[config.mk]
export PLATFORM = sky130hd
export DESIGN_NAME = sb_commit_drainer
export DESIGN_NICKNAME = d
export VERILOG_FILES = /design/src/rtl/sb_commit_drainer.sv
export SDC_FILE = /design/constraint.sdc
export NUM_CORES = 1
export LEC_CHECK = 0
export ABC_AREA = 1
export CORE_MARGIN = 1.5
export CORE_UTILIZATION = 39
export DETAILED_ROUTE_END_ITERATION = 10
export GPL_TIMING_DRIVEN = 0
export PLACE_DENSITY_LB_ADDON = 0.1
export REMOVE_ABC_BUFFERS = 1
export SYNTH_ARGS = -nofsm -noshare
export SYNTH_HDL_FRONTEND = slang
export SYNTH_SLANG_ARGS = --single-unit
export TNS_END_PERCENT = 5
[constraint.sdc]
create_clock -name clk -period 3.35 [get_ports clk]
set_input_delay 0.67 -clock clk [delete_from_list [all_inputs] [get_ports clk]]
set_output_delay 0.67 -clock clk [all_outputs]
set_load 0.05 [all_outputs]
[src/rtl/sb_commit_drainer.sv]
// Drains retired stores from the store-buffer head into dcache port 1 (hit) or a single-beat bus write (miss/uncached).
// Latency: hit pop->SRAM write 2 cycles (1 with SB_DRAIN_FASTHIT_EN defined); miss/uncached bus_valid_o 2/1 cycles after pop.
// Backpressure: pops only with retire credit in IDLE; bus request held stable until bus_ready_i, next pop after bus_ack_i.
module sb_commit_drainer #(
    parameter int WAY_NUM     = 2,
    parameter int SB_SIZE     = 4,
    parameter int DATA_DEPTH  = 256,
    parameter int WORD_ADDR_W = 10
) (
    input  logic                          clk,
    input  logic                          rst_n,
    input  logic [1:0]                    retire_i,
    input  logic                          sb_valid_i,
    output logic                          sb_ready_o,
    input  logic [31:0]                   sb_paddr_i,
    input  logic [31:0]                   sb_wdata_i,
    input  logic [3:0]                    sb_strb_i,
    input  logic                          sb_uncached_i,
    output logic                          tag_en_o,
    output logic [$clog2(DATA_DEPTH)-1:0] tag_addr_o,
    input  logic [WAY_NUM*22-1:0]         tag_rdata_i,
    output logic [WAY_NUM-1:0]            dwe_o,
    output logic [WORD_ADDR_W-1:0]        daddr_o,
    output logic [31:0]                   dwdata_o,
    output logic [3:0]                    dstrb_o,
    output logic                          bus_valid_o,
    input  logic                          bus_ready_i,
    output logic [31:0]                   bus_addr_o,
    output logic [31:0]                   bus_data_o,
    output logic [3:0]                    bus_strb_o,
    input  logic                          bus_ack_i,
    output logic                          idle_o
);

    localparam int IDX_W        = $clog2(DATA_DEPTH);
    localparam int TAG_ADDR_LOW = 12 - IDX_W;
    localparam int CRED_W       = $clog2(SB_SIZE) + 1;
    localparam logic [CRED_W:0] SB_MAX = (CRED_W+1)'(SB_SIZE);

    typedef enum logic [2:0] {
        S_IDLE,
        S_LOOKUP,
        S_WRITE,
        S_BUS_REQ,
        S_BUS_WAIT
    } state_t;

    // One store-buffer entry as held while it drains (uncached flag is consumed at pop time).
    typedef struct packed {
        logic [31:0] paddr;
        logic [31:0] wdata;
        logic [3:0]  strb;
    } sb_ent_t;

    state_t               state, state_nxt;
    sb_ent_t              hold, head;
    logic [WAY_NUM-1:0]   way_q;
    logic [CRED_W-1:0]    credit;
    logic [CRED_W:0]      credit_sum;
    logic                 credit_nz;
    logic                 can_pop;
    logic                 pop;
    logic                 hold_ld;
    logic                 way_ld;
    logic [WAY_NUM-1:0]   hit;
    logic [WAY_NUM-1:0]   hit_oh;
    logic [WAY_NUM-1:0]   unused_dirty;

`ifdef SB_DRAIN_FASTHIT_EN
    // A head popped in the same LOOKUP cycle as a miss parks here until the bus write completes.
    sb_ent_t              pend;
    logic                 pend_unc;
    logic                 pend_vld;
    logic                 pend_ld;
    logic                 pend_to_hold;
`endif

    assign head       = '{paddr: sb_paddr_i, wdata: sb_wdata_i, strb: sb_strb_i};
    assign credit_nz  = |credit;
    // Ready depends only on the head valid and registered credit/state, never on tag or bus inputs.
    assign can_pop    = sb_valid_i && credit_nz;
    assign pop        = sb_valid_i && sb_ready_o;
    // Pop can only happen with credit!=0, so the subtraction never underflows.
    assign credit_sum = {1'b0, credit}
                      + {{(CRED_W-1){1'b0}}, retire_i}
                      - {{CRED_W{1'b0}}, pop};

`ifdef SB_DRAIN_FASTHIT_EN
    assign idle_o = (state == S_IDLE) && !credit_nz && !pend_vld;
`else
    assign idle_o = (state == S_IDLE) && !credit_nz;
`endif

    // Per-way hit against the latched address; the lowest hit way wins on a tag alias.
    always_comb begin
        hit          = '0;
        unused_dirty = '0;
        for (int i = 0; i < WAY_NUM; i++) begin
            hit[i]          = tag_rdata_i[i*22+1] && (tag_rdata_i[i*22+2 +: 20] == hold.paddr[31:12]);
            unused_dirty[i] = tag_rdata_i[i*22];
        end
        hit_oh = hit & (~hit + WAY_NUM'(1));
    end

    // Next-state and all handshake/SRAM/bus outputs.
    always_comb begin
        state_nxt   = state;
        sb_ready_o  = 1'b0;
        tag_en_o    = 1'b0;
        tag_addr_o  = '0;
        dwe_o       = '0;
        daddr_o     = '0;
        dwdata_o    = '0;
        dstrb_o     = '0;
        bus_valid_o = 1'b0;
        bus_addr_o  = '0;
        bus_data_o  = '0;
        bus_strb_o  = '0;
        hold_ld     = 1'b0;
        way_ld      = 1'b0;
`ifdef SB_DRAIN_FASTHIT_EN
        pend_ld      = 1'b0;
        pend_to_hold = 1'b0;
`endif
        case (state)
            S_IDLE: begin
                sb_ready_o = can_pop;
                if (can_pop) begin
                    hold_ld = 1'b1;
                    if (sb_uncached_i) begin
                        state_nxt = S_BUS_REQ;
                    end else begin
                        tag_en_o   = 1'b1;
                        tag_addr_o = sb_paddr_i[11:TAG_ADDR_LOW];
                        state_nxt  = S_LOOKUP;
                    end
                end
            end
            S_LOOKUP: begin
`ifdef SB_DRAIN_FASTHIT_EN
                // Write the hit immediately and overlap the next pop with it.
                sb_ready_o = can_pop;
                if (|hit) begin
                    dwe_o    = hit_oh;
                    daddr_o  = hold.paddr[WORD_ADDR_W+1:2];
                    dwdata_o = hold.wdata;
                    dstrb_o  = hold.strb;
                    if (can_pop) begin
                        hold_ld = 1'b1;
                        if (sb_uncached_i) begin
                            state_nxt = S_BUS_REQ;
                        end else begin
                            tag_en_o   = 1'b1;
                            tag_addr_o = sb_paddr_i[11:TAG_ADDR_LOW];
                            state_nxt  = S_LOOKUP;
                        end
                    end else begin
                        state_nxt = S_IDLE;
                    end
                end else begin
                    pend_ld   = can_pop;
                    state_nxt = S_BUS_REQ;
                end
`else
                if (|hit) begin
                    way_ld    = 1'b1;
                    state_nxt = S_WRITE;
                end else begin
                    state_nxt = S_BUS_REQ;
                end
`endif
            end
            S_WRITE: begin
                dwe_o     = way_q;
                daddr_o   = hold.paddr[WORD_ADDR_W+1:2];
                dwdata_o  = hold.wdata;
                dstrb_o   = hold.strb;
                state_nxt = S_IDLE;
            end
            S_BUS_REQ: begin
                bus_valid_o = 1'b1;
                bus_addr_o  = hold.paddr;
                bus_data_o  = hold.wdata;
                bus_strb_o  = hold.strb;
                if (bus_ready_i) begin
                    state_nxt = S_BUS_WAIT;
                end
            end
            S_BUS_WAIT: begin
                if (bus_ack_i) begin
                    state_nxt = S_IDLE;
`ifdef SB_DRAIN_FASTHIT_EN
                    if (pend_vld) begin
                        pend_to_hold = 1'b1;
                        if (pend_unc) begin
                            state_nxt = S_BUS_REQ;
                        end else begin
                            tag_en_o   = 1'b1;
                            tag_addr_o = pend.paddr[11:TAG_ADDR_LOW];
                            state_nxt  = S_LOOKUP;
                        end
                    end
`endif
                end
            end
            default: state_nxt = S_IDLE;
        endcase
    end

    // State register; reset aborts any in-flight drain.
    always_ff @(posedge clk or posedge rst_n) begin
        if (rst_n) begin
            state <= S_IDLE;
        end else begin
            state <= state_nxt;
        end
    end

    // Retire credit: retires and pops in the same cycle net out, saturating at SB_SIZE.
    always_ff @(posedge clk or posedge rst_n) begin
        if (rst_n) begin
            credit <= '0;
        end else if (credit_sum > SB_MAX) begin
            credit <= SB_MAX[CRED_W-1:0];
        end else begin
            credit <= credit_sum[CRED_W-1:0];
        end
    end

    // Holding register for the entry being drained plus the selected hit way.
    always_ff @(posedge clk or posedge rst_n) begin
        if (rst_n) begin
            hold  <= '0;
            way_q <= '0;
        end else begin
            if (hold_ld) begin
                hold <= head;
            end
`ifdef SB_DRAIN_FASTHIT_EN
            else if (pend_to_hold) begin
                hold <= pend;
            end
`endif
            if (way_ld) begin
                way_q <= hit_oh;
            end
        end
    end

`ifdef SB_DRAIN_FASTHIT_EN
    // Parking slot for a head popped alongside a LOOKUP miss.
    always_ff @(posedge clk or posedge rst_n) begin
        if (rst_n) begin
            pend     <= '0;
            pend_unc <= 1'b0;
            pend_vld <= 1'b0;
        end else if (pend_ld) begin
            pend     <= head;
            pend_unc <= sb_uncached_i;
            pend_vld <= 1'b1;
        end else if (pend_to_hold) begin
            pend_vld <= 1'b0;
        end
    end
`endif

    // Retiring more stores than the buffer can hold is a commit-side protocol error.
    a_credit_overflow: assert property (@(posedge clk) disable iff (rst_n) credit_sum <= SB_MAX);

endmodule

==> results of run 1 <==
-- cell families after synthesis --
kind of cell	after synthesis	share of synthesized area
AND/OR/NAND/NOR	343	0.302
buffers and inverters	147	0.137
AO/OA/AOI/OAI	83	0.0967
flip-flops	76	0.433
XOR/XNOR	6	0.0120
adder cells (fa/ha/maj)	6	0.0188
-- worst max-delay path: cells and delay by family --
| family | cells | cell delay (ns) |
|---|---|---|
| simple gates | 4 | 0.56 |
| buf+inv | 5 | 1.34 |
-- state kept, by name (all words and copies together), names as in the netlist --
register / flops
hold: 68
way_q: 2
state: 3
credit: 3
-- stage by stage --
stage / instance area, um^2 / hold slack [ns] / total power [mW] / std cells / setup WS (ns)
3_5_place_dp: 6970 / 0.516 / 5.49 / 1023 / -0.608
2_1_floorplan: 4240 / 0.466 / 4.14 / 634 / -1.52
3_3_place_gp: 6860 / 0.492 / 5.39 / 1019 / -3.08
4_1_cts: 7100 / 0.548 / 6.15 / 1040 / 0.000794
5_1_grt: 7100 / 0.569 / 6.60 / 1041 / -0.0121
6_report: 7100 / 0.543 / 6.15 / 1041 / 0.100
-- what timing repair did --
| item | 4_1_cts | 5_1_grt |
|---|---|---|
| endpoints found under the setup margin | 70 | 12 |
| pin swaps | 1 | 0 |
| gates resized for setup | 70 | 9 |
| setup buffers | 1 | 0 |
| cloned | 1 | 1 |
-- area by class of cell --
class	count	area [um^2]	area share
flip-flops and latches	76	1900	0.268
clock inverters	5	77.6	0.0109
inverters	120	453	0.0638
repair buffers	250	2440	0.343
clock buffers	10	128	0.0180
well taps	140	175	0.0247
multi-input cells	440	1930	0.272
-- where the power goes --
group          switching (mW)  total, mW  internal, mW
clock network           0.338      0.752         0.413
logic                    2.73       3.85          1.12
registers               0.207       1.55          1.35
-- routing by layer --
layer | routed length [um] | part of all wire
met3 | 1120 | 0.076
met1 | 6010 | 0.41
met5 | 0 | 0
met2 | 7450 | 0.50
met4 | 189 | 0.013
-- final timing paths --
path	from	to	slack (ns)	depth (start not counted)
worst max register to register	state[1]	credit[1]	0.40	13
worst max-delay path	sb_valid_i	tag_addr_o[7]	0.10	9
worst min register to register	way_q[1]	way_q[1]	0.54	2
worst min-delay path	way_q[1]	way_q[1]	0.54	2
max in group asynchronous	rst_n	hold[45]	2.06	3
min in group asynchronous	rst_n	hold[14]	0.70	2
-- layout by cell type, fill, tap and decap left out, types with 2 or more instances in the layout --
| master | synthesis | routed |
|---|---|---|
| clkbuf_8 | 0 | 9 |
| xnor2_1 | 5 | 5 |
| buf_12 | 0 | 4 |
| bufinv_16 | 0 | 2 |
| inv_2 | 4 | 4 |
| dfrtp_1 | 76 | 76 |
| nand3_1 | 9 | 7 |
| or2_2 | 3 | 3 |
| a21oi_1 | 2 | 2 |
| nand2_1 | 170 | 170 |
| clkinv_2 | 0 | 2 |
| clkdlybuf4s50_1 | 0 | 175 |
| nand3_4 | 0 | 2 |
| nor2_1 | 156 | 156 |
| nor2_4 | 1 | 2 |
| clkbuf_2 | 0 | 4 |
| o21ai_1 | 2 | 2 |
| inv_1 | 116 | 115 |
| ha_1 | 5 | 5 |
| nor2_2 | 2 | 2 |
| o21ai_0 | 75 | 75 |
| dlygate4sd2_1 | 0 | 66 |
==> out/metrics.cfg, run 1 <==
[timing]
slew_headroom = 0.456
fin_worst_skew_ns = 0.00914
fin_setup_tns_ns = 0
tightest_slew_ns = 0.814
drv_slew = 0
post-route-period-util = 0.970
setup_viol = 0
rsz0062_at_grt = yes
period_needed_ns = 3.25
fmax_mhz = 308
final-hold-violation-count = 0

[synth]
ys_types = 26
synth_top_area_share = 0.433
synth_commonest_cells = nand2_1, nor2_1, inv_1
ys_ff_latch = 76
synth_ff_type = dfrtp_1
seq_area_frac_synth = 0.433
synth_area_leaders = dfrtp_1, nand2_1, nor2_1
synth_most_common_cell = nand2_1
yosysWarnings = 0
synth_area_um2 = 4390
yosysTopAreaCell = dfrtp_1
async_flop_share = 1.00
syn_inst = 661
synth_edf_count = 0
synth.avg_cell_area_um2 = 6.64

[floorplanning]
die_y_um = 109
coreArea_um2 = 10900
core.rowCount = 38
die_area_um2 = 11900
pin_count = 248
start_util = 0.403
die_x_um = 109

[critical_path]
worst_setup_path_end_kind = output port
max_stage_delay_ns = 0.53
path_cells = clkdlybuf4s50_1 > nand2_1 > nor2_4 > buf_12 > inv_2 > nor2_4 > inv_2 > nor2_1 > dlygate4sd2_1
critical_path_class = in2out
cp_slowest_cell = dlygate4sd2_1
crit_path_start_kind = input pin
cp.arrival_ns = 2.58
critical_path.max_fanout = 44
worst_ep_required_time_ns = 2.68

[routing]
ant_nets = 0
avgViaCountPerCell = 4.61
drt-total-wl_um = 14800
route.detailed.drc = 0
avgRoutedWirePerCell_um = 14.2
drt-initial-drc-count = 281
drt_pre_antenna_iters = 5
vias = 4804

[global_routing]
grt_pass1_wl_um = 22300
met2_usage = 0.439
antenna_found_initial = 0
gr-total-overflow = 0
met3_usage = 0.0586
grt_use_total = 0.243
grt_start_max_net_pins = 72
met1_usage = 0.283
grt_pass1_vias = 4730
top_usage_layer = met2

[power_and_ir_drop]
p_leak_nw = 3.65
ir_drop_v = 0.000537
power.density_nw_per_um2 = 866

[worst_hold_path]
hp-class = reg2reg

[placed_design]
place_congestion = 0.824
hpwl_um = 10800
io_buffers = 245

[outcome]
status = completed

[clocking]
insertion_delay_ns = 0.35
clockBufferDepth = 2
postCtsHoldBufs = 0
ctsHtreeMaxLevel = 3
cts_tree = yes
path_clk_slew_ns = 0.07
cts_sinks = 76
root_buffer = clkbuf_8
numCtsBuffers = 9

[finish]
fillers = 1040
area_growth_pct = 61.8
fin_util = 0.652
layout-drive-gt1-share = 0.0422
antenna_cells = 0
final_nets = 1023

[job]
cap_violations = 0

No activity file was read; power rests on OpenSTA's default activity.
==> run 2: changes to the inputs <==
SLEW_MARGIN = 30   (was unset)
==> run 2 against run 1 <==
Global-route usage is the same. Clock power shrank 5.9%. Non-clock buffer count grew 4.
==> out/metrics.cfg, run 2 (synthesized netlist as in run 1, its figures left out) <==
[finish]
layout-drive-gt1-share = 0.0454
largest_reg_flops = 68
final_nets = 1025
fillers = 961
largest_register = hold
layout_common_cells = clkdlybuf4s50_1, nand2_1, nor2_1
reg.largest.list = hold: 68 flops, credit: 3 flops, state: 3 flops
fin_cells = 1043
layout_commonest_cell = clkdlybuf4s50_1
antenna_cells = 0
area_growth_pct = 65.8

[placed_design]
placed_cells = 1026
hpwl_um = 11000
place_congestion = 0.824
io_buffers = 245

[critical_path]
max_stage_delay_ns = 0.84
worst_ep_required_time_ns = 2.68
path_cells = inv_1 > nand3_2 > buf_16 > nor2_1 > clkdlybuf4s50_1
critical_path.max_fanout = 36
worst_setup_path_end_kind = output port
r2r_setup_slack_ns = 0.68
crit_path_start_kind = flop
crit_buf_inv = 3
critical_path_class = reg2out
cp.arrival_ns = 2.54
cp_slowest_cell = clkdlybuf4s50_1
crit_family = buffers and inverters

[timing]
setup_viol = 0
final-hold-violation-count = 0
tightest_slew_ns = 0.563
fin_worst_skew_ns = 0.0134
slew_headroom = 0.624
period_needed_ns = 3.21
fmax_mhz = 311
post-route-period-util = 0.959
rsz0062_at_grt = no
holdWs_ns = 0.531
drv_slew = 0

[global_routing]
grt_pass1_vias = 4809
grt_pass1_wl_um = 22300
antenna_found_initial = 0
grt_start_max_net_pins = 53
grt_use_total = 0.243
gr-total-overflow = 0

[routing]
drt_pre_antenna_iters = 4
route.detailed.drc = 0
avgRoutedWirePerCell_um = 13.5
drt-initial-drc-count = 270
vias = 4786
avgViaCountPerCell = 4.59
drt-total-wl_um = 14100
ant_nets = 0

[job]
cap_violations = 0

[clocking]
numCtsBuffers = 9
clockBufferDepth = 2
cts_tree = yes
insertion_delay_ns = 0.36
cts_sinks = 76
ctsHtreeMaxLevel = 3
path_clk_slew_ns = 0.09
postCtsHoldBufs = 0
root_buffer = clkbuf_8

[floorplanning]
core.rowCount = 38
die_area_um2 = 11900
die_y_um = 109
die_x_um = 109
pin_count = 248
coreArea_um2 = 10900
start_util = 0.403

[power_and_ir_drop]
power.density_nw_per_um2 = 861
p_leak_nw = 3.40
ir_drop_v = 0.000575

[outcome]
status = completed

[worst_hold_path]
hp-class = reg2reg

[run 2: changes by cell type in the layout (fill, tap and decap cells not counted), sizes merged]
| cell | change |
|---|---|
| clkinvlp | +1 |
| clkinv | -1 |
| nand3 | -1 |
| clkdlybuf4s50 | +61 |
| bufinv | -1 |
| nor2 | -1 |
| buf | +4 |
| dlygate4sd2 | -62 |
| clkdlybuf4s15 | +5 |
| clkbuf | -3 |
[run 2: cell type report]
cell class                      count  area (um^2)  share of cell area
Timing Repair Buffer              254         2650               0.364
Multi-Input combinational cell    438         1910               0.262
Inverter                          120          453              0.0623
Clock buffer                       11          141              0.0194
Sequential cell                    76         1900               0.261
Clock inverter                      4         50.0             0.00688
Tap cell                          140          175              0.0241
[run 2: worst paths after layout]
kind	from	end	cells past startpoint
worst min register to register	way_q[1]	way_q[1]	2
worst min-delay path	way_q[1]	way_q[1]	2
min in group asynchronous	rst_n	hold[14]	2
max in group asynchronous	rst_n	hold[50]	3
worst max register to register	state[1]	credit[1]	13
worst max-delay path	state[2]	dwdata_o[21]	5
[run 2: routing by layer]
layer,vias up,share of wire,wire length [um],GRT usage
met5,-,0,0,0
met4,0,0.011,154,0.0639
met3,16,0.084,1180,0.0789
met2,166,0.50,7060,0.432
met1,2174,0.40,5710,0.280
li1,2430,-,-,-
[run 2: metrics by stage]
step                      total power [mW]  utilization  setup TNS (ns)  setup slack (ns)  area [um^2]
after floorplan                       4.14            -          -26.21             -1.52         4240
after global placement                5.39        0.630         -276.54             -3.08         6860
after detailed placement              5.57        0.649           -2.34            -0.339         7070
after CTS                             6.30        0.667               0            0.0568         7260
after global routing                  6.73        0.668               0          0.000493         7270
final                                 6.26        0.668               0             0.139         7270
[run 2: power breakdown]
group / internal (mW) / switching [mW]
Clock: 0.360 / 0.348
Sequential: 1.35 / 0.186
Combinational: 1.32 / 2.70
Total: 3.03 / 3.23
[run 2: worst register-to-register path: stages (launching register included)]
cell      delay [ns]
dfrtp_1         0.45
nor2_2          0.15
nand2_1         0.16
nor2_4          0.19
buf_4           0.17
ha_1            0.19
inv_1           0.06
ha_1            0.27
nand2_1         0.07
nor2_1          0.05
a211oi_1        0.30
xor2_1          0.13
or2_2           0.33
nor2_1          0.09
[run 2: what timing repair did]
action                     CTS  global route
setup buffers                0             2
gates resized for setup     19             0
setup endpoints to repair    9             8
pin swaps                    0             1
==> run 3: changes to the inputs <==
CORE_ASPECT_RATIO = 0.8   (was unset)
CTS_CLUSTER_DIAMETER = 30   (was unset)
==> run 3 against run 2 <==
Flip-flop and latch count unchanged. Global-route usage down 0.70 points. Worst setup slack worse by 0.092 ns. Largest cell class unchanged. Largest power group unchanged. Highest routed layer unchanged.
==> out/metrics.cfg, run 3 (synthesized netlist as in run 1, its figures left out) <==
[outcome]
status = completed

[critical_path]
worst_setup_path_end_kind = output port
critical_path.max_fanout = 39
path_cells = clkdlybuf4s50_1 > nand2_1 > nor2_4 > buf_16 > buf_16 > inv_2 > nor2_4 > inv_2 > nor2_1 > buf_4
worst_ep_required_time_ns = 2.68
crit_path_start_kind = input pin
critical_path_class = in2out
cp.arrival_ns = 2.63
max_stage_delay_ns = 0.46
cp_slowest_cell = clkdlybuf4s50_1

[finish]
layout_common_cells = clkdlybuf4s50_1, nand2_1, nor2_1
fillers = 923
layout_commonest_cell = clkdlybuf4s50_1
area_growth_pct = 68.0
stdcell_area_um2 = 7370
fin_util = 0.674
final_nets = 1024
fin_cells = 1047
largest_reg_flops = 68
antenna_cells = 0
reg.largest.list = hold: 68 flops, credit: 3 flops, state: 3 flops
largest_register = hold
layout-drive-gt1-share = 0.0487

[floorplanning]
die_area_um2 = 11900
die_y_um = 97.9
pin_count = 248
coreArea_um2 = 10900
start_util = 0.401
core.rowCount = 34
die_x_um = 122

[timing]
drv_slew = 0
holdWs_ns = 0.524
tightest_slew_ns = 0.577
post-route-period-util = 0.986
rsz0062_at_grt = yes
final-hold-violation-count = 0
fin_worst_skew_ns = 0.00503
setup_viol = 0
period_needed_ns = 3.30
fmax_mhz = 303
slew_headroom = 0.616

[clocking]
clockBufferDepth = 2
postCtsHoldBufs = 0
ctsHtreeMaxLevel = 3
path_clk_slew_ns = 0.06
insertion_delay_ns = 0.33
root_buffer = clkbuf_16
cts_sinks = 76
numCtsBuffers = 9
cts_tree = yes

[routing]
route.detailed.drc = 0
drt-initial-drc-count = 197
dr.max_layer_used = met4
ant_nets = 0
met1Wirelength_um = 5890
wl_met2_um = 6590
avgViaCountPerCell = 4.56
drt-total-wl_um = 13700
avgRoutedWirePerCell_um = 13.1
vias = 4775
drt_pre_antenna_iters = 5
met3_length_um = 1040

[placed_design]
io_buffers = 245
dpl-instance-area_um2 = 7070
place_congestion = 0.838
placed_cells = 1030
hpwl_um = 10600

[power_and_ir_drop]
power.density_nw_per_um2 = 885
seq_power_share = 0.235
switchingPower_mw = 3.27
ir_drop_v = 0.000499
p_leak_nw = 3.51
swShare = 0.501
intPower_mw = 3.26
p_total_mw = 6.53
clkPwrFrac = 0.148
pwr-share-comb = 0.617

[global_routing]
gr-total-overflow = 0
grt_pass1_wl_um = 22300
grt_pass1_vias = 4788
grt_start_max_net_pins = 45
antenna_found_initial = 0
grt_use_total = 0.236

[worst_hold_path]
hp-class = reg2reg

[job]
cap_violations = 0

==> run 3: changes by cell type in the layout (fill, tap and decap cells not counted), sizes merged <==
cell,previous run,this run
nor2,159,160
clkdlybuf4s50,236,232
buf,9,11
dlymetal6s2s,0,4
clkinv,1,3
clkbuf,11,13
clkdlybuf4s15,5,1
dlygate4sd2,4,1
==> run 3: layout make-up <==
| class | instances | area [um^2] | area share |
|---|---|---|---|
| Clock buffer | 10 | 239 | 0.0324 |
| Clock inverter | 6 | 63.8 | 0.00865 |
| Inverter | 120 | 453 | 0.0614 |
| Multi-Input combinational cell | 439 | 1920 | 0.260 |
| Sequential cell | 76 | 1900 | 0.258 |
| Tap cell | 144 | 180 | 0.0244 |
| Timing Repair Buffer | 252 | 2620 | 0.355 |
==> run 3: worst paths after layout <==
kind                       startpoint            end  slack, ns  cells after the start
hold reg to reg              way_q[1]       way_q[1]       0.52                      2
hold / removal               way_q[1]       way_q[1]       0.52                      2
max in group asynchronous       rst_n       hold[13]       2.00                      3
setup reg to reg             state[1]      credit[1]       0.59                     11
min in group asynchronous       rst_n       hold[37]       0.76                      2
setup / recovery           sb_valid_i  tag_addr_o[4]       0.05                     10
==> run 3: through the flow <==
step           TNS, ns  setup WS [ns]
2_1_floorplan   -26.21          -1.52
3_3_place_gp   -287.06          -3.13
3_5_place_dp     -4.28         -0.597
4_1_cts         -0.131         -0.107
5_1_grt         -0.351        -0.0816
6_report             0         0.0471
==> run 3: power by group through the flow <==
stage	logic [mW]	registers (mW)	clock network, mW
2_1_floorplan	2.64	1.50	0
3_3_place_gp	3.84	1.53	0
3_5_place_dp	4.03	1.55	0
4_1_cts	4.05	1.53	1.00
5_1_grt	4.37	1.59	1.04
6_report	4.03	1.54	0.967
==> run 3: repair_timing <==
item,4_1_cts,5_1_grt
gates cloned,1,0
pin swaps,1,1
gates resized for setup,36,10
endpoints found under the setup margin,12,38
hold endpoints to repair,0,0
setup buffers,0,0
==> run 3: worst max-delay path: cells and delay by family <==
family,cells,cell delay (ns)
simple gates,4,0.74
buf+inv,6,1.21
==> run 3: layer usage <==
layer / global-route usage / vias up
li1: - / 2432
met3: 0.0660 / 16
met1: 0.296 / 2160
met5: 0 / -
met4: 0.0706 / 0
met2: 0.397 / 167
